--- src/rtl/bootrom_port_arb_if.sv ---
// Bootrom port-B sharing bus: core read port, byte loader port and the ROM port-B pins.
// No storage; pure signal bundle.
// The slave modport is the arbiter; the master modport is the requesters plus the ROM.
interface bootrom_port_arb_if #(
    parameter int ADDR_W = 16
);
    logic              d_req_i;
    logic [ADDR_W-1:0] d_addr_i;
    logic              d_gnt_o;
    logic              d_rvalid_o;
    logic [31:0]       d_rdata_o;
    logic              ld_start_i;
    logic [ADDR_W-1:0] ld_base_i;
    logic              ld_byte_vld_i;
    logic [7:0]        ld_byte_i;
    logic              ld_byte_rdy_o;
    logic              ld_busy_o;
    logic [ADDR_W-1:0] ld_cnt_o;
    logic              rom_enb_o;
    logic [ADDR_W-1:0] rom_addrb_o;
    logic              rom_wen_o;
    logic [31:0]       rom_din_o;
    logic [31:0]       rom_doutb_i;

    modport slave (
        input  d_req_i, d_addr_i, ld_start_i, ld_base_i, ld_byte_vld_i, ld_byte_i, rom_doutb_i,
        output d_gnt_o, d_rvalid_o, d_rdata_o, ld_byte_rdy_o, ld_busy_o, ld_cnt_o,
               rom_enb_o, rom_addrb_o, rom_wen_o, rom_din_o
    );

    modport master (
        output d_req_i, d_addr_i, ld_start_i, ld_base_i, ld_byte_vld_i, ld_byte_i, rom_doutb_i,
        input  d_gnt_o, d_rvalid_o, d_rdata_o, ld_byte_rdy_o, ld_busy_o, ld_cnt_o,
               rom_enb_o, rom_addrb_o, rom_wen_o, rom_din_o
    );
endinterface

--- src/rtl/bootrom_port_arb.sv ---
// Shares bootrom port B between core data reads and a byte-stream loader (round-robin).
// Latency: grant is combinational; read data valid one cycle after grant.
// Backpressure: read req held until granted; loader rdy drops while a full word awaits write.
module bootrom_port_arb #(
    parameter int ADDR_W = 16
) (
    input logic                clk,
    input logic                rst,
    bootrom_port_arb_if.slave  bus
);
    typedef enum logic {
        L_COLLECT = 1'b0,
        L_WRITE   = 1'b1
    } ld_state_t;

    ld_state_t         state_q, state_d;
    logic [1:0]        byte_idx_q;
    logic [31:0]       word_q;
    logic [ADDR_W-1:0] wr_addr_q;
    logic [ADDR_W-1:0] cnt_q;
    logic              last_wr_q;   // 1: last grant went to the loader write
    logic              rvalid_q;

    logic rd_req, wr_req, rd_gnt, wr_gnt;
    logic ld_rdy, byte_acc;

    // Requests and round-robin grant; start masks the loader write, reset masks everything.
    always_comb begin
        rd_req   = bus.d_req_i & ~rst;
        wr_req   = (state_q == L_WRITE) & ~bus.ld_start_i & ~rst;
        rd_gnt   = rd_req & (~wr_req | last_wr_q);
        wr_gnt   = wr_req & (~rd_req | ~last_wr_q);
        ld_rdy   = (state_q == L_COLLECT) & ~bus.ld_start_i & ~rst;
        byte_acc = bus.ld_byte_vld_i & ld_rdy;
    end

    // Loader next-state: collect four bytes, then hold until the write is granted.
    always_comb begin
        state_d = state_q;
        if (bus.ld_start_i) begin
            state_d = L_COLLECT;
        end else begin
            case (state_q)
                L_COLLECT: if (byte_acc && byte_idx_q == 2'd3) state_d = L_WRITE;
                L_WRITE:   if (wr_gnt) state_d = L_COLLECT;
                default:   state_d = L_COLLECT;
            endcase
        end
    end

    // Loader state register.
    always_ff @(posedge clk) begin
        if (rst) state_q <= L_COLLECT;
        else     state_q <= state_d;
    end

    // Word packing, write address / count, arbitration history and read-valid pipeline.
    always_ff @(posedge clk) begin
        if (rst) begin
            byte_idx_q <= 2'd0;
            word_q     <= 32'd0;
            wr_addr_q  <= '0;
            cnt_q      <= '0;
            last_wr_q  <= 1'b0;
            rvalid_q   <= 1'b0;
        end else begin
            rvalid_q <= rd_gnt;
            if (rd_gnt || wr_gnt) last_wr_q <= wr_gnt;
            if (bus.ld_start_i) begin
                wr_addr_q  <= bus.ld_base_i;
                cnt_q      <= '0;
                byte_idx_q <= 2'd0;
            end else begin
                if (byte_acc) begin
                    word_q[{byte_idx_q, 3'b000} +: 8] <= bus.ld_byte_i;
                    byte_idx_q <= byte_idx_q + 2'd1;
                end
                if (wr_gnt) begin
                    wr_addr_q <= wr_addr_q + 1'b1;
                    cnt_q     <= cnt_q + 1'b1;
                end
            end
        end
    end

    // Output drive: port B follows the winner; everything forced low while in reset.
    always_comb begin
        bus.d_gnt_o       = rd_gnt;
        bus.d_rvalid_o    = rvalid_q & ~rst;
        bus.d_rdata_o     = (rvalid_q & ~rst) ? bus.rom_doutb_i : 32'd0;
        bus.ld_byte_rdy_o = ld_rdy;
        bus.ld_busy_o     = ~rst & ((byte_idx_q != 2'd0) | (state_q == L_WRITE));
        bus.ld_cnt_o      = rst ? '0 : cnt_q;
        bus.rom_enb_o     = 1'b0;
        bus.rom_wen_o     = 1'b0;
        bus.rom_addrb_o   = '0;
        bus.rom_din_o     = 32'd0;
        if (rd_gnt) begin
            bus.rom_enb_o   = 1'b1;
            bus.rom_addrb_o = bus.d_addr_i;
        end else if (wr_gnt) begin
            bus.rom_wen_o   = 1'b1;
            bus.rom_addrb_o = wr_addr_q;
            bus.rom_din_o   = word_q;
        end
    end
endmodule
--- src/flat_wrapper.sv ---
// flat-port wrapper written by rule: the top's interface ports become plain ports
module bootrom_port_arb_flat 
#(
    parameter int ADDR_W = 16
)
  (clk, rst, bus_d_req_i, bus_d_addr_i, bus_ld_start_i, bus_ld_base_i, bus_ld_byte_vld_i, bus_ld_byte_i, bus_rom_doutb_i, bus_d_gnt_o, bus_d_rvalid_o, bus_d_rdata_o, bus_ld_byte_rdy_o, bus_ld_busy_o, bus_ld_cnt_o, bus_rom_enb_o, bus_rom_addrb_o, bus_rom_wen_o, bus_rom_din_o);
  bootrom_port_arb_if #(.ADDR_W(ADDR_W)) bus_i ();
  input logic clk;
  input logic rst;
  input wire logic [$bits(bus_i.d_req_i)-1:0] bus_d_req_i;
  input wire logic [$bits(bus_i.d_addr_i)-1:0] bus_d_addr_i;
  input wire logic [$bits(bus_i.ld_start_i)-1:0] bus_ld_start_i;
  input wire logic [$bits(bus_i.ld_base_i)-1:0] bus_ld_base_i;
  input wire logic [$bits(bus_i.ld_byte_vld_i)-1:0] bus_ld_byte_vld_i;
  input wire logic [$bits(bus_i.ld_byte_i)-1:0] bus_ld_byte_i;
  input wire logic [$bits(bus_i.rom_doutb_i)-1:0] bus_rom_doutb_i;
  output wire logic [$bits(bus_i.d_gnt_o)-1:0] bus_d_gnt_o;
  output wire logic [$bits(bus_i.d_rvalid_o)-1:0] bus_d_rvalid_o;
  output wire logic [$bits(bus_i.d_rdata_o)-1:0] bus_d_rdata_o;
  output wire logic [$bits(bus_i.ld_byte_rdy_o)-1:0] bus_ld_byte_rdy_o;
  output wire logic [$bits(bus_i.ld_busy_o)-1:0] bus_ld_busy_o;
  output wire logic [$bits(bus_i.ld_cnt_o)-1:0] bus_ld_cnt_o;
  output wire logic [$bits(bus_i.rom_enb_o)-1:0] bus_rom_enb_o;
  output wire logic [$bits(bus_i.rom_addrb_o)-1:0] bus_rom_addrb_o;
  output wire logic [$bits(bus_i.rom_wen_o)-1:0] bus_rom_wen_o;
  output wire logic [$bits(bus_i.rom_din_o)-1:0] bus_rom_din_o;
  assign bus_i.d_req_i = bus_d_req_i;
  assign bus_i.d_addr_i = bus_d_addr_i;
  assign bus_i.ld_start_i = bus_ld_start_i;
  assign bus_i.ld_base_i = bus_ld_base_i;
  assign bus_i.ld_byte_vld_i = bus_ld_byte_vld_i;
  assign bus_i.ld_byte_i = bus_ld_byte_i;
  assign bus_i.rom_doutb_i = bus_rom_doutb_i;
  assign bus_d_gnt_o = bus_i.d_gnt_o;
  assign bus_d_rvalid_o = bus_i.d_rvalid_o;
  assign bus_d_rdata_o = bus_i.d_rdata_o;
  assign bus_ld_byte_rdy_o = bus_i.ld_byte_rdy_o;
  assign bus_ld_busy_o = bus_i.ld_busy_o;
  assign bus_ld_cnt_o = bus_i.ld_cnt_o;
  assign bus_rom_enb_o = bus_i.rom_enb_o;
  assign bus_rom_addrb_o = bus_i.rom_addrb_o;
  assign bus_rom_wen_o = bus_i.rom_wen_o;
  assign bus_rom_din_o = bus_i.rom_din_o;
  bootrom_port_arb #(.ADDR_W(ADDR_W)) u_core (.clk(clk), .rst(rst), .bus(bus_i));
endmodule
--- config.mk ---
export PLATFORM = sky130hd
export DESIGN_NAME = bootrom_port_arb_flat
export DESIGN_NICKNAME = d
export VERILOG_FILES = /design/src/rtl/bootrom_port_arb_if.sv /design/src/rtl/bootrom_port_arb.sv /design/src/flat_wrapper.sv
export SDC_FILE = /design/constraint.sdc
export NUM_CORES = 1
export LEC_CHECK = 0
export BUFFER_PORTS_ARGS = -buffer_cell sky130_fd_sc_hd__buf_2
export CORE_ASPECT_RATIO = 1.25
export CORE_MARGIN = 3
export CORE_UTILIZATION = 30
export CTS_BUF_LIST = sky130_fd_sc_hd__clkbuf_16
export DETAILED_ROUTE_END_ITERATION = 12
export PLACE_DENSITY = 0.6
export SYNTH_ARGS = -nofsm -noshare
export SYNTH_HDL_FRONTEND = slang
export SYNTH_SLANG_ARGS = --single-unit
--- constraint.sdc ---
create_clock -name clk -period 3.3 [get_ports clk]
set_clock_uncertainty 0.1 [all_clocks]
set_input_delay 0.33 -clock clk [delete_from_list [all_inputs] [get_ports clk]]
set_output_delay 0.33 -clock clk [all_outputs]
set_load 0.005 [all_outputs]
==> Word-level counts from Yosys, hierarchy flattened <==
Index checks and enable logic that the tools add are counted.
{ "totals": {"ff_bits": 69, "latchBits": 0, "mem_bits_rw": 0, "rom_bits": 0, "input_bits": 77, "wordCells": 54, "n_memories": 0} }
{ "classes": {"n_addsub": 4, "multipliers": 0, "n_div": 0, "order_cmp": 0, "eq_ne": 1, "n_shift": 2, "muxes": 15, "bitwise_logic": 19, "reduce_logical": 6} }
{ "op_table": {"columns": ["cell", "n"], "rows": [
  ["two-way mux 32 bit", 3],
  ["two-way mux 16 bit", 5],
  ["adder 16 x 1 -> 16 bit, second input constant", 2],
  ["bitwise mux 32 bit", 1],
  ["variable shift 8 x 7 -> 32 bit, first input constant", 1],
  ["variable part select 8 x 7 -> 32 bit", 1],
  ["AND 1 bit", 10],
  ["negation 5 -> 7 bit", 1],
  ["inverter 1 bit", 6],
  ["two-way mux 1 bit", 5],
  ["nonzero test 2 bit", 2],
  ["bitwise OR 1 bit", 3],
  ["adder 2 x 1 -> 2 bit, second input constant", 1],
  ["== test 2 bit, second input constant", 1],
  ["one-hot mux 1 bit (2 select lines)", 1],
  ["AND reduction 2 bit", 1],
  ["OR reduction 2 bit", 1],
  ["logical AND 1 bit", 1],
  ["logical OR 1 bit", 1]
]} }

==> Longest topological paths before layout <==
Gate-level depths: netlist of run 1.
{ "logic_depth": {"word_depth": 7, "ltp_mapped": 7} }

==> Least setup slack after synthesis of run 1 <==
No wires, ideal clock.
{ "synth_timing": {"kind": "reg-to-output", "start": "register u_core.state_q", "end": "output bus_rom_addrb_o[10]", "t_arrival_ns": 1.859, "t_required_ns": 2.870, "setup_slack_ns": 1.011, "stages_incl_launch_ff": 7, "path_buffers": 2, "cell_sequence": "dfxtp_1 -> a21bo_2 -> buf_6 -> nor2_1 -> nor3b_1 -> clkbuf_1 -> a22o_1"} }
{ "synth_between": {"elab_chain_len": 6} }
{ "synth_rtl": {"columns": ["element", "line_no", "source"], "rows": [
  ["start: declaration", "bootrom_port_arb.sv:16", "ld_state_t state_q, state_d;"],
  ["start signal: assignment", "bootrom_port_arb.sv:54", "else state_q <= state_d;"],
  ["AND 1 bit (2 in a row)", "bootrom_port_arb.sv:30", "wr_req = (state_q == L_WRITE) & ~bus.ld_start_i & ~rst;"],
  ["inverter 1 bit", "bootrom_port_arb.sv:31", "rd_gnt = rd_req & (~wr_req | last_wr_q);"],
  ["bitwise OR 1 bit", "bootrom_port_arb.sv:31", null],
  ["AND 1 bit", "bootrom_port_arb.sv:31", null],
  ["net bus_d_gnt_o", "flat_wrapper.sv:17", "output wire logic [$bits(bus_i.d_gnt_o)-1:0] bus_d_gnt_o;"],
  ["two-way mux 16 bit", "bootrom_port_arb.sv:98", "if (rd_gnt) begin"],
  ["end: declaration", "flat_wrapper.sv:24", "output wire logic [$bits(bus_i.rom_addrb_o)-1:0] bus_rom_addrb_o;"]
]} }
The timed path passes the listed nets, and every way through them passes these cells.

==> Worst setup path in the final report of run 1 <==
{ "layout_timing": {"start": "register u_core.state_q", "end": "output bus_rom_addrb_o[11]"} }
{ "layout_between": {"elab_chain_len": 6} }
{ "layout_rtl": {"columns": ["element", "line_no"], "rows": [
  ["AND 1 bit (*) (2 in a row)", "bootrom_port_arb.sv:30"],
  ["inverter 1 bit", "bootrom_port_arb.sv:31"],
  ["bitwise OR 1 bit", "bootrom_port_arb.sv:31"],
  ["AND 1 bit", "bootrom_port_arb.sv:31"],
  ["two-way mux 16 bit (*)", "bootrom_port_arb.sv:98"]
]} }
Every way passes the cells marked *; elsewhere a longest branch is shown, timed or not.

==> qor.csv, run 1 <==
stage;metric;value;unit
status;outcome;completed;
worst_setup_path;worst-path cell chain;a21bo_2 > nor2_1 > buf_4 > nor3b_2 > buf_4 > a22o_1 > buf_2;
worst_setup_path;required time worst endpoint;2.87;ns
finish;share of cells above drive strength 1;0.320;
sta;Hold Fails Final Rpt;0;
clock_tree;CTS tree;yes;
sta;unrepaired setup endpoints after global routing;false;
placed_design;dpl ws;0.855;ns
yosys;number of synthesized flops with an enable pin;0;
finish;Area growth, synth to finish;34.2;%
detailed_routing;DR pass1 iterations;4;
clock_tree;CTS buffer count;9;
clock_tree;clock tree sinks;69;
grt;pin count of the biggest net entering global routing;71;
clock_tree;register clock-pin slew on the reported worst setup and hold paths;0.06;ns
detailed_routing;DRC;0;
grt;initial antenna violation count;2;
worst_setup_path;Worst Setup SP;u_core.state_q;
detailed_routing;WL per Instance;15.6;um
sta;setup_tns;0;ns
worst_setup_path;Slowest Stage Delay on Critical Path;0.42;ns
detailed_routing;initial drt markers;163;
yosys;Syn. warnings;0;
sta;period utilisation layout;0.779;
sta;final setup vio count;0;
hold_path;HP Start;bus_ld_base_i[14];
yosys;Distinct cells, synth;45;
sta;Worst Tran Pin Value;0.808;ns
floorplan;die area;13800;um2
worst_setup_path;slowest stage cell, crit path;dfxtp_1;
finish;Nets;718;
floorplan;Starting Density;0.314;
worst_setup_path;Worst setup SP type;flip-flop;
yosys;Syn Area/Cell;7.97;um2
yosys;Seq cells post-synth;69;
clock_tree;Clock Latency Late Sink;0.33;ns
detailed_routing;Vias/cell;5.09;
finish;Antenna diodes;0;
flow_run;Max Cap Viol;0;
worst_setup_path;CP Max Fanout;20;
clock_tree;PostCTS Resize Cnt;0;
placed_design;GPL Wtd Cong;0.811;
grt;Tot GR Track Use;0.175;
placed_design;Detailed Place HPWL;9.47;mm
grt;first-pass GRT wire length;19.3;mm
yosys;Synthesized Nets;553;
clock_tree;Root Buffer;clkbuf_16;
floorplan;num rows;44;
sta;Max-slew headroom;0.459;
grt;vias in the first global route;3953;
placed_design;IO Port Bufs;178;
hold_path;Hold Path Class;in -> reg;
yosys;Post-Syn Area;3740;um2
sta;Final WS setup;0.728;ns
clock_tree;H-tree lvl count;3;
yosys;cells after synthesis;469;
worst_setup_path;CP Class;reg -> out;
worst_setup_path;critical path capture point type;output pin;
power;Max rail drop VDD;0.000238;V
grt;Overflow after GRT;0;
floorplan;core area;11900;um2
worst_setup_path;Worst R2R Start;u_core.state_q;
yosys;sequential share of the synthesized area;0.370;
detailed_routing;DRT antenna net count;0;
detailed_routing;via count;4063;
floorplan;die width;106;um
sta;max-slew violations;0;
yosys;ys async rst share;0;
yosys;ys flop type;dfxtp_1;
finish;fillers;1254;
power;leakage power;2.35;nW
clock_tree;post-CTS setup buffer count;0;
sta;achievable frequency;389;MHz
worst_setup_path;CP most frequent cell;buf_4;
worst_setup_path;crit path DAT;2.14;ns
sta;post-layout min period;2.57;ns
power;P per Cell Area;376;nW/um2
detailed_routing;final WL;12.5;mm
clock_tree;maximum clock path buffer count;2;
floorplan;die height;131;um
clock_tree;hold_buf cts;0;
floorplan;IO Pins;179;
sequential cells by signal (all words and copies together), names as in the netlist:
register           cells
u_core.state_q         1
u_core.last_wr_q       1
u_core.wr_addr_q      16
u_core.rvalid_q        1
u_core.word_q         32
u_core.byte_idx_q      2
u_core.cnt_q          16
placed cells by master (no fill, tap or decap), types with 4 or more instances in the layout:
cell         n
and3_1      32
and2_1      32
clkbuf_16    9
xor2_1       4
o21ai_0     12
a22oi_1     18
a22o_1      16
inv_1       13
xnor2_1     12
nand3_1     14
or3_1        9
nor2_1      46
nand2_1     33
dfxtp_1     69
nor4_1       5
a21oi_1     28
nand4_1     21
buf_2      178
a211oi_1     8
buf_4       10
nor3_1       9
ha_1         7
nor2b_1     16
stage by stage:
stage | util | hold slack, ns | instances | total power [W] | area, um2
after floorplan | - | 0.327 | 469 | 0.000980 | 3740
after global placement | 0.401 | 0.337 | 784 | 0.00108 | 4770
after detailed placement | 0.401 | 0.342 | 784 | 0.00108 | 4770
after CTS | 0.422 | 0.137 | 799 | 0.00191 | 5010
after global routing | 0.422 | 0.162 | 799 | 0.00196 | 5010
final | 0.422 | 0.143 | 799 | 0.00189 | 5010
where the power goes:
group	internal (W)	total, W	switching [W]	leakage (nW)
Combinational	0.0000865	0.000188	0.000102	1.66
Clock	0.000488	0.000824	0.000335	0.130
Sequential	0.000852	0.000874	0.0000217	0.560
worst max-delay path, delay by kind of cell, from the launching register on:
kind	cells	cell delay, ns
AOI/OAI and AO/OA	2	0.59
buffers and inverters	3	0.58
DFF	1	0.42
and+or+nand+nor	2	0.20
synth_stat cells, types with 3 or more instances:
library cell | n | share of area
or3_1 | 9 | 0.015
a21oi_1 | 28 | 0.037
a311oi_1 | 3 | 0.0070
a211oi_1 | 8 | 0.016
clkbuf_1 | 26 | 0.026
nand4_1 | 21 | 0.035
xor2_1 | 4 | 0.0094
buf_1 | 4 | 0.0040
o31ai_1 | 3 | 0.0060
nor2_1 | 46 | 0.046
dfxtp_1 | 69 | 0.37
buf_6 | 3 | 0.0090
or4_1 | 3 | 0.0060
o21ai_0 | 12 | 0.016
a22oi_1 | 18 | 0.036
a22o_1 | 16 | 0.037
and2_1 | 32 | 0.054
nor4_1 | 5 | 0.0084
nand3_1 | 14 | 0.019
nand2_1 | 33 | 0.033
xnor2_1 | 12 | 0.028
nor3_1 | 9 | 0.012
nor3b_1 | 3 | 0.0060
and3_1 | 32 | 0.054
inv_1 | 11 | 0.011
nor2b_1 | 16 | 0.027
ha_1 | 7 | 0.023
layout make-up:
cell class	count	area, um2	area share
Inverter	12	45.0	0.00898
Timing Repair Buffer	188	966	0.193
Tap cell	161	201	0.0402
Multi-Input combinational cell	354	2170	0.433
Clock inverter	6	23.8	0.00474
Clock buffer	9	225	0.0449
Sequential cell	69	1380	0.275
metal layers:
metal	vias to the layer above	wire (um)	GRT usage
met5	-	22	0
met4	4	401	0.0877
met3	29	1040	0.0477
met2	169	6280	0.321
met1	1856	4760	0.186
li1	2005	-	-
path summary, 6_finish.rpt:
check | end | slack, ns | cells past startpoint
setup / recovery | bus_rom_addrb_o[11] | 0.73 | 7
hold reg to reg | u_core.word_q[10] | 0.35 | 2
setup reg to reg | u_core.cnt_q[15] | 0.93 | 4
hold / removal | u_core.wr_addr_q[14] | 0.14 | 3
kinds of logic (layout without fill, tap and decap cells):
group           Yosys count  in the layout  share of synthesized area
flops                    69             69                      0.370
xor+xnor                 16             16                     0.0375
compound gates           96             96                      0.173
fa+ha+maj                 7              7                     0.0234
buf+inv                  46            215                     0.0532
mux                       1              1                    0.00268
simple gates            234            234                      0.340
Note: power is estimated with default switching activity, not from simulation.
==> run 2, diff against run 1 <==
--- a/config.mk
+++ b/config.mk
@@ -5,13 +5,14 @@
 export SDC_FILE = /design/constraint.sdc
 export NUM_CORES = 1
 export LEC_CHECK = 0
+export ABC_AREA = 1
 export BUFFER_PORTS_ARGS = -buffer_cell sky130_fd_sc_hd__buf_2
 export CORE_ASPECT_RATIO = 1.25
 export CORE_MARGIN = 3
 export CORE_UTILIZATION = 30
 export CTS_BUF_LIST = sky130_fd_sc_hd__clkbuf_16
 export DETAILED_ROUTE_END_ITERATION = 12
-export PLACE_DENSITY = 0.6
+export PLACE_DENSITY = 0.58
 export SYNTH_ARGS = -nofsm -noshare
 export SYNTH_HDL_FRONTEND = slang
 export SYNTH_SLANG_ARGS = --single-unit
==> constraint.sdc (replaced) <==
create_clock -name clk -period 2.4 [get_ports clk]
set_clock_uncertainty 0.1 [all_clocks]
set_input_delay 0.24 -clock clk [delete_from_list [all_inputs] [get_ports clk]]
set_output_delay 0.24 -clock clk [all_outputs]
set_load 0.005 [all_outputs]
==> qor.csv, run 2 <==
stage;metric;value;unit
placed_design;dpl ws;0.358;ns
yosys;number of synthesized flops with an enable pin;0;
grt;GRT met1 Usage;0.188;
floorplan;num rows;47;
grt;GR peak layer;met2;
worst_setup_path;slowest stage cell, crit path;dfxtp_1;
finish;non-filler instance count after layout;1034;
floorplan;die width;112;um
yosys;post-synth top area share;0.326;
yosys;post-synth top area cell;dfxtp_1;
detailed_routing;WL per Instance;12.0;um
floorplan;IO Pins;179;
detailed_routing;initial drt markers;191;
worst_setup_path;R2R depth;8;
placed_design;IO Port Bufs;178;
placed_design;GPL Wtd Cong;0.848;
yosys;most common cell in the netlist;inv_1;
worst_setup_path;CP bufs+invs;2;
sta;unrepaired setup endpoints after global routing;false;
clock_tree;Clock Latency Late Sink;0.33;ns
placed_design;dpl cells;1016;
grt;vias in the first global route;4354;
grt;pin count of the biggest net entering global routing;45;
grt;first-pass GRT wire length;20.5;mm
finish;largest registers;u_core.word_q (32), u_core.cnt_q (16), u_core.wr_addr_q (16);
clock_tree;register clock-pin slew on the reported worst setup and hold paths;0.06;ns
finish;Antenna diodes;0;
worst_setup_path;FF-to-FF End;u_core.word_q[11];
clock_tree;H-tree lvl count;3;
worst_setup_path;CP Class;reg -> out;
floorplan;die height;139;um
yosys;Syn. warnings;0;
yosys;ys flop type;dfxtp_1;
detailed_routing;final WL;12.5;mm
worst_setup_path;required time worst endpoint;2.06;ns
detailed_routing;via count;4625;
finish;post-layout util;0.411;
yosys;Synthesized Nets;771;
yosys;largest cells by area after synthesis;dfxtp_1 33%, inv_1 11%, nand2_1 11%, nor2_1 10%, o21ai_0 6.7%;
worst_setup_path;worst-path cell chain;nand3_4 > nand2_1 > clkinv_2 > a32o_1 > buf_2;
finish;Area growth, synth to finish;31.2;%
sta;Max-slew headroom;0.672;
clock_tree;maximum clock path buffer count;2;
yosys;most instantiated cells after synthesis;129 x inv_1, 119 x nand2_1, 114 x nor2_1;
clock_tree;CTS tree;yes;
status;outcome;completed;
detailed_routing;DR pass1 iterations;4;
worst_setup_path;CP Max Fanout;18;
worst_setup_path;Slowest Stage Delay on Critical Path;0.52;ns
finish;most common cell after layout, fill and taps aside;buf_2;
finish;area of the multi-input gates;2170;um2
finish;Nets;942;
clock_tree;CTS buffer count;9;
hold_path;hold depth;3;
hold_path;HP Start;bus_ld_base_i[5];
clock_tree;clock tree sinks;69;
detailed_routing;DRT antenna net count;0;
floorplan;die area;15600;um2
sta;post-layout min period;2.11;ns
sta;max-slew violations;0;
yosys;Distinct cells, synth;32;
sta;period utilisation layout;0.878;
power;Max rail drop VDD;0.000225;V
hold_path;Hold Path Class;in -> reg;
finish;share of cells above drive strength 1;0.284;
yosys;Post-Syn Area;4240;um2
hold_path;Worst Hold Endpoint;u_core.wr_addr_q[5];
yosys;Syn Area/Cell;6.17;um2
clock_tree;Root Buffer;clkbuf_16;
sta;setup_tns;0;ns
worst_setup_path;Worst setup SP type;flip-flop;
grt;initial antenna violation count;0;
clock_tree;hold_buf cts;0;
finish;max reg flops;32;
finish;commonest non-fill, non-tap cells in the layout;178 x buf_2, 129 x inv_1, 119 x nand2_1;
grt;Tot GR Track Use;0.156;
sta;achievable frequency;475;MHz
yosys;cells after synthesis;687;
sta;final setup vio count;0;
worst_setup_path;Worst R2R Start;u_core.byte_idx_q[1];
sta;Worst Tran Pin Value;0.492;ns
grt;met3 usage in global routing;0.0327;
flow_run;Max Cap Viol;0;
grt;grt met2 use;0.281;
finish;fillers;1528;
worst_setup_path;critical path capture point type;output pin;
detailed_routing;Vias/cell;4.47;
floorplan;core area;13500;um2
yosys;Seq cells post-synth;69;
finish;Top reg by flops;u_core.word_q;
power;P per Cell Area;502;nW/um2
worst_setup_path;crit path DAT;1.77;ns
floorplan;Starting Density;0.313;
yosys;ys async rst share;0;
worst_setup_path;R2R Setup Slk;0.49;ns
worst_setup_path;CP delay by family, top;flip-flops;
detailed_routing;DRC;0;
power;leakage power;2.71;nW
sta;Hold Fails Final Rpt;0;
sta;Final WS setup;0.293;ns
placed_design;Detailed Place HPWL;9.52;mm
finish;FF/Latch Area;1380;um2
yosys;sequential share of the synthesized area;0.326;
grt;Overflow after GRT;0;
## run 2: changes by cell type after synthesis, sizes merged, moves of 12 or more
cell,before,now
xnor2,12,0
and2,32,0
inv,12,133
a22oi,18,0
nor2,46,145
nand2,33,120
clkbuf,26,12
and3,32,0
o21ai,12,59
nor2b,16,0
a21oi,28,47
nand3,14,37
a22o,16,1
## run 2: worst max path at each step
stage	from	to	cells after the start	slack, ns
6_report	u_core.state_q	bus_rom_addrb_o[11]	5	0.29
5_1_grt	u_core.last_wr_q	bus_rom_addrb_o[7]	6	0.17
4_1_cts	u_core.state_q	bus_rom_addrb_o[11]	5	0.17
3_5_place_dp	bus_ld_start_i	u_core.word_q[27]	8	0.36
3_3_place_gp	bus_ld_start_i	u_core.word_q[24]	8	0.43
2_1_floorplan	u_core.byte_idx_q[0]	u_core.word_q[16]	10	0.05
## run 2: layer usage
metal | vias to the layer above | part of all wire
met5 | - | 0
met4 | 0 | 0.0096
met3 | 8 | 0.056
met2 | 131 | 0.50
met1 | 2008 | 0.43
li1 | 2478 | -
## run 2: tightest hold or removal path: stages
cell     delay, ns
buf_2         0.09
nand2_1       0.05
a31oi_1       0.07
## run 2: kinds of logic (layout without fill, tap and decap cells)
logic type               after synthesis  count (layout)  share of synthesized area
AO/OA/AOI/OAI                        118             118                      0.146
XOR/XNOR                               2               2                    0.00413
buffers and inverters                163             339                      0.161
flip-flops                            69              69                      0.326
AND/OR/NAND/NOR                      328             328                      0.342
adder cells (fa/ha/maj)                7               7                     0.0207
## run 2: power by group
part           switching [W]  total, W  internal, W
Combinational       0.000158  0.000273     0.000115
Clock               0.000518   0.00133     0.000809
Sequential         0.0000206   0.00119      0.00117
## run 2: final cells by class
class                      count  area share
multi-input combinational    455       0.391
sequential                    69       0.248
timing repair buffer         189       0.177
inverter                     134      0.0907
clock buffer                   9      0.0405
tap                          171      0.0385
clock inverter                 7      0.0133
## run 2: through the flow
step	instance area [um2]	hold WS, ns	total power, W
2_1_floorplan	4240	0.300	0.00136
3_3_place_gp	5240	0.346	0.00149
3_5_place_dp	5240	0.349	0.00149
4_1_cts	5540	0.0666	0.00284
5_1_grt	5560	0.0920	0.00292
6_report	5560	0.0781	0.00279
## run 2: timing repair
action	CTS	global route
setup buffers	0	2
resized for setup	0	1
setup endpoints to repair	0	1
==> run 3, diff against run 2 <==
--- a/config.mk
+++ b/config.mk
@@ -12,7 +12,7 @@
 export CORE_UTILIZATION = 30
 export CTS_BUF_LIST = sky130_fd_sc_hd__clkbuf_16
 export DETAILED_ROUTE_END_ITERATION = 12
-export PLACE_DENSITY = 0.58
+export PLACE_DENSITY = 0.65
 export SYNTH_ARGS = -nofsm -noshare
 export SYNTH_HDL_FRONTEND = slang
 export SYNTH_SLANG_ARGS = --single-unit
==> qor.csv, run 3 (synthesis gave the netlist of run 2 again) <==
stage;metric;value;unit
status;outcome;completed;
detailed_routing;DRC;0;
grt;Tot GR Track Use;0.157;
worst_setup_path;FF-to-FF End;u_core.word_q[10];
worst_setup_path;CP most frequent cell;nand2_1;
finish;Area growth, synth to finish;31.4;%
floorplan;num rows;47;
grt;pin count of the biggest net entering global routing;37;
worst_setup_path;worst-path cell chain;nand2_1 > nand3_4 > nand2_1 > inv_2 > nand2_1 > o21ai_0 > buf_2;
finish;Design Area, Final;5570;um2
floorplan;Starting Density;0.313;
detailed_routing;DR pass1 iterations;5;
worst_setup_path;R2R Setup Slk;0.51;ns
detailed_routing;Top Metal Used;met4;
worst_setup_path;Worst R2R Start;u_core.byte_idx_q[1];
clock_tree;CTS tree;yes;
power;Max rail drop VDD;0.000251;V
hold_path;Worst Hold Endpoint;u_core.wr_addr_q[7];
sta;max-slew violations;0;
finish;share of cells above drive strength 1;0.283;
detailed_routing;DRT antenna net count;0;
hold_path;hold depth;3;
finish;commonest non-fill, non-tap cells in the layout;178 x buf_2, 129 x inv_1, 119 x nand2_1;
clock_tree;clock tree sinks;69;
clock_tree;post-CTS setup buffer count;0;
worst_setup_path;slowest stage cell, crit path;dfxtp_1;
sta;achievable frequency;469;MHz
detailed_routing;WL per Instance;12.0;um
finish;most common cell after layout, fill and taps aside;buf_2;
power;sw frac;0.245;
grt;first-pass GRT wire length;20.4;mm
finish;largest registers;u_core.word_q (32), u_core.cnt_q (16), u_core.wr_addr_q (16);
detailed_routing;met1 WL;5.16;mm
power;leakage power;2.71;nW
sta;period utilisation layout;0.889;
detailed_routing;final WL;12.4;mm
worst_setup_path;Worst setup SP type;flip-flop;
power;Comb pwr share;0.093;
sta;unrepaired setup endpoints after global routing;false;
floorplan;die area;15600;um2
detailed_routing;Vias/cell;4.51;
worst_setup_path;critical path capture point type;output pin;
clock_tree;CTS buffer count;9;
placed_design;IO Port Bufs;178;
finish;Antenna diodes;0;
flow_run;Max Cap Viol;0;
worst_setup_path;crit path DAT;1.79;ns
placed_design;DP Area;5240;um2
floorplan;core area;13500;um2
detailed_routing;wire length on met3;637;um
power;P per Cell Area;525;nW/um2
clock_tree;hold_buf cts;0;
clock_tree;register clock-pin slew on the reported worst setup and hold paths;0.06;ns
finish;max reg flops;32;
detailed_routing;initial drt markers;149;
clock_tree;Root Buffer;clkbuf_16;
worst_setup_path;CP Max Fanout;18;
power;internal power;0.00221;W
floorplan;IO Pins;179;
power;Power Total;0.00292;W
clock_tree;maximum clock path buffer count;2;
placed_design;GPL Wtd Cong;0.855;
grt;vias in the first global route;4307;
worst_setup_path;required time worst endpoint;2.06;ns
power;Flop pwr share;0.407;
worst_setup_path;Slowest Stage Delay on Critical Path;0.34;ns
floorplan;die width;112;um
hold_path;Hold Path Class;in -> reg;
placed_design;dpl ws;0.410;ns
finish;Nets;941;
finish;Top reg by flops;u_core.word_q;
sta;Worst Tran Pin Value;0.493;ns
grt;initial antenna violation count;0;
sta;post-layout min period;2.13;ns
clock_tree;Clock Latency Late Sink;0.33;ns
clock_tree;PostCTS Resize Cnt;0;
worst_setup_path;CP Class;reg -> out;
sta;setup_tns;0;ns
placed_design;Detailed Place HPWL;9.68;mm
sta;Final WS setup;0.266;ns
grt;Overflow after GRT;0;
clock_tree;H-tree lvl count;3;
floorplan;die height;139;um
hold_path;HP Start;bus_ld_base_i[7];
detailed_routing;via count;4662;
power;Switch Pwr;0.000716;W
detailed_routing;Met2 Routed Length;6.34;mm
sta;Max-slew headroom;0.671;
power;Clk pwr share;0.500;
finish;post-layout util;0.412;
worst_setup_path;R2R depth;8;
sta;Hold Fails Final Rpt;0;
sta;final setup vio count;0;
-- run 3: changes by cell type in the layout (fill, tap and decap cells not counted) --
cell / change
clkinv_2: -3
inv_6: +2
buf_12: -1
bufinv_16: +1
clkinv_4: -1
inv_2: +1
-- run 3: cell type report --
type / instances / area (um2)
clock buffer: 9 / 225
timing repair buffer: 188 / 966
tap: 171 / 214
clock inverter: 7 / 103
multi-input combinational: 455 / 2170
inverter: 134 / 503
sequential: 69 / 1380
fill: 1481 / 7960
-- run 3: per-stage QoR --
stage | hold WS, ns | std cells
floorplan | 0.300 | 687
global placement | 0.342 | 1017
detailed placement | 0.353 | 1017
CTS | 0.0659 | 1033
global route | 0.0786 | 1033
finish | 0.0821 | 1033
-- run 3: worst max-delay path: cells and delay by family (launching register included) --
family | cells | cell delay (ns)
and+or+nand+nor | 4 | 0.64
buffers and inverters | 2 | 0.41
DFF | 1 | 0.34
AOI/OAI and AO/OA | 1 | 0.08
-- run 3: metal layers --
metal,up-vias,global-route usage
met4,0,0.0703
li1,2475,-
met5,-,0
met1,2038,0.181
met2,131,0.282
met3,18,0.0249
-- run 3: power groups by stage --
stage / sequential [W] / combinational [W] / clock [W]
after global routing: 0.00119 / 0.000311 / 0.00155
after detailed placement: 0.00122 / 0.000274 / 0
final: 0.00119 / 0.000273 / 0.00146
after floorplan: 0.00121 / 0.000150 / 0
after CTS: 0.00119 / 0.000276 / 0.00152
after global placement: 0.00122 / 0.000273 / 0
-- run 3: worst max path at each step --
stage	from	end	slack (ns)	cells after the start
6_report	u_core.last_wr_q	bus_rom_addrb_o[12]	0.27	7
5_1_grt	u_core.last_wr_q	bus_rom_addrb_o[7]	0.02	7
4_1_cts	u_core.last_wr_q	bus_rom_addrb_o[2]	0.22	7
3_5_place_dp	bus_ld_start_i	u_core.wr_addr_q[11]	0.41	10
3_3_place_gp	bus_ld_start_i	u_core.wr_addr_q[11]	0.43	10
2_1_floorplan	u_core.byte_idx_q[0]	u_core.word_q[16]	0.05	10
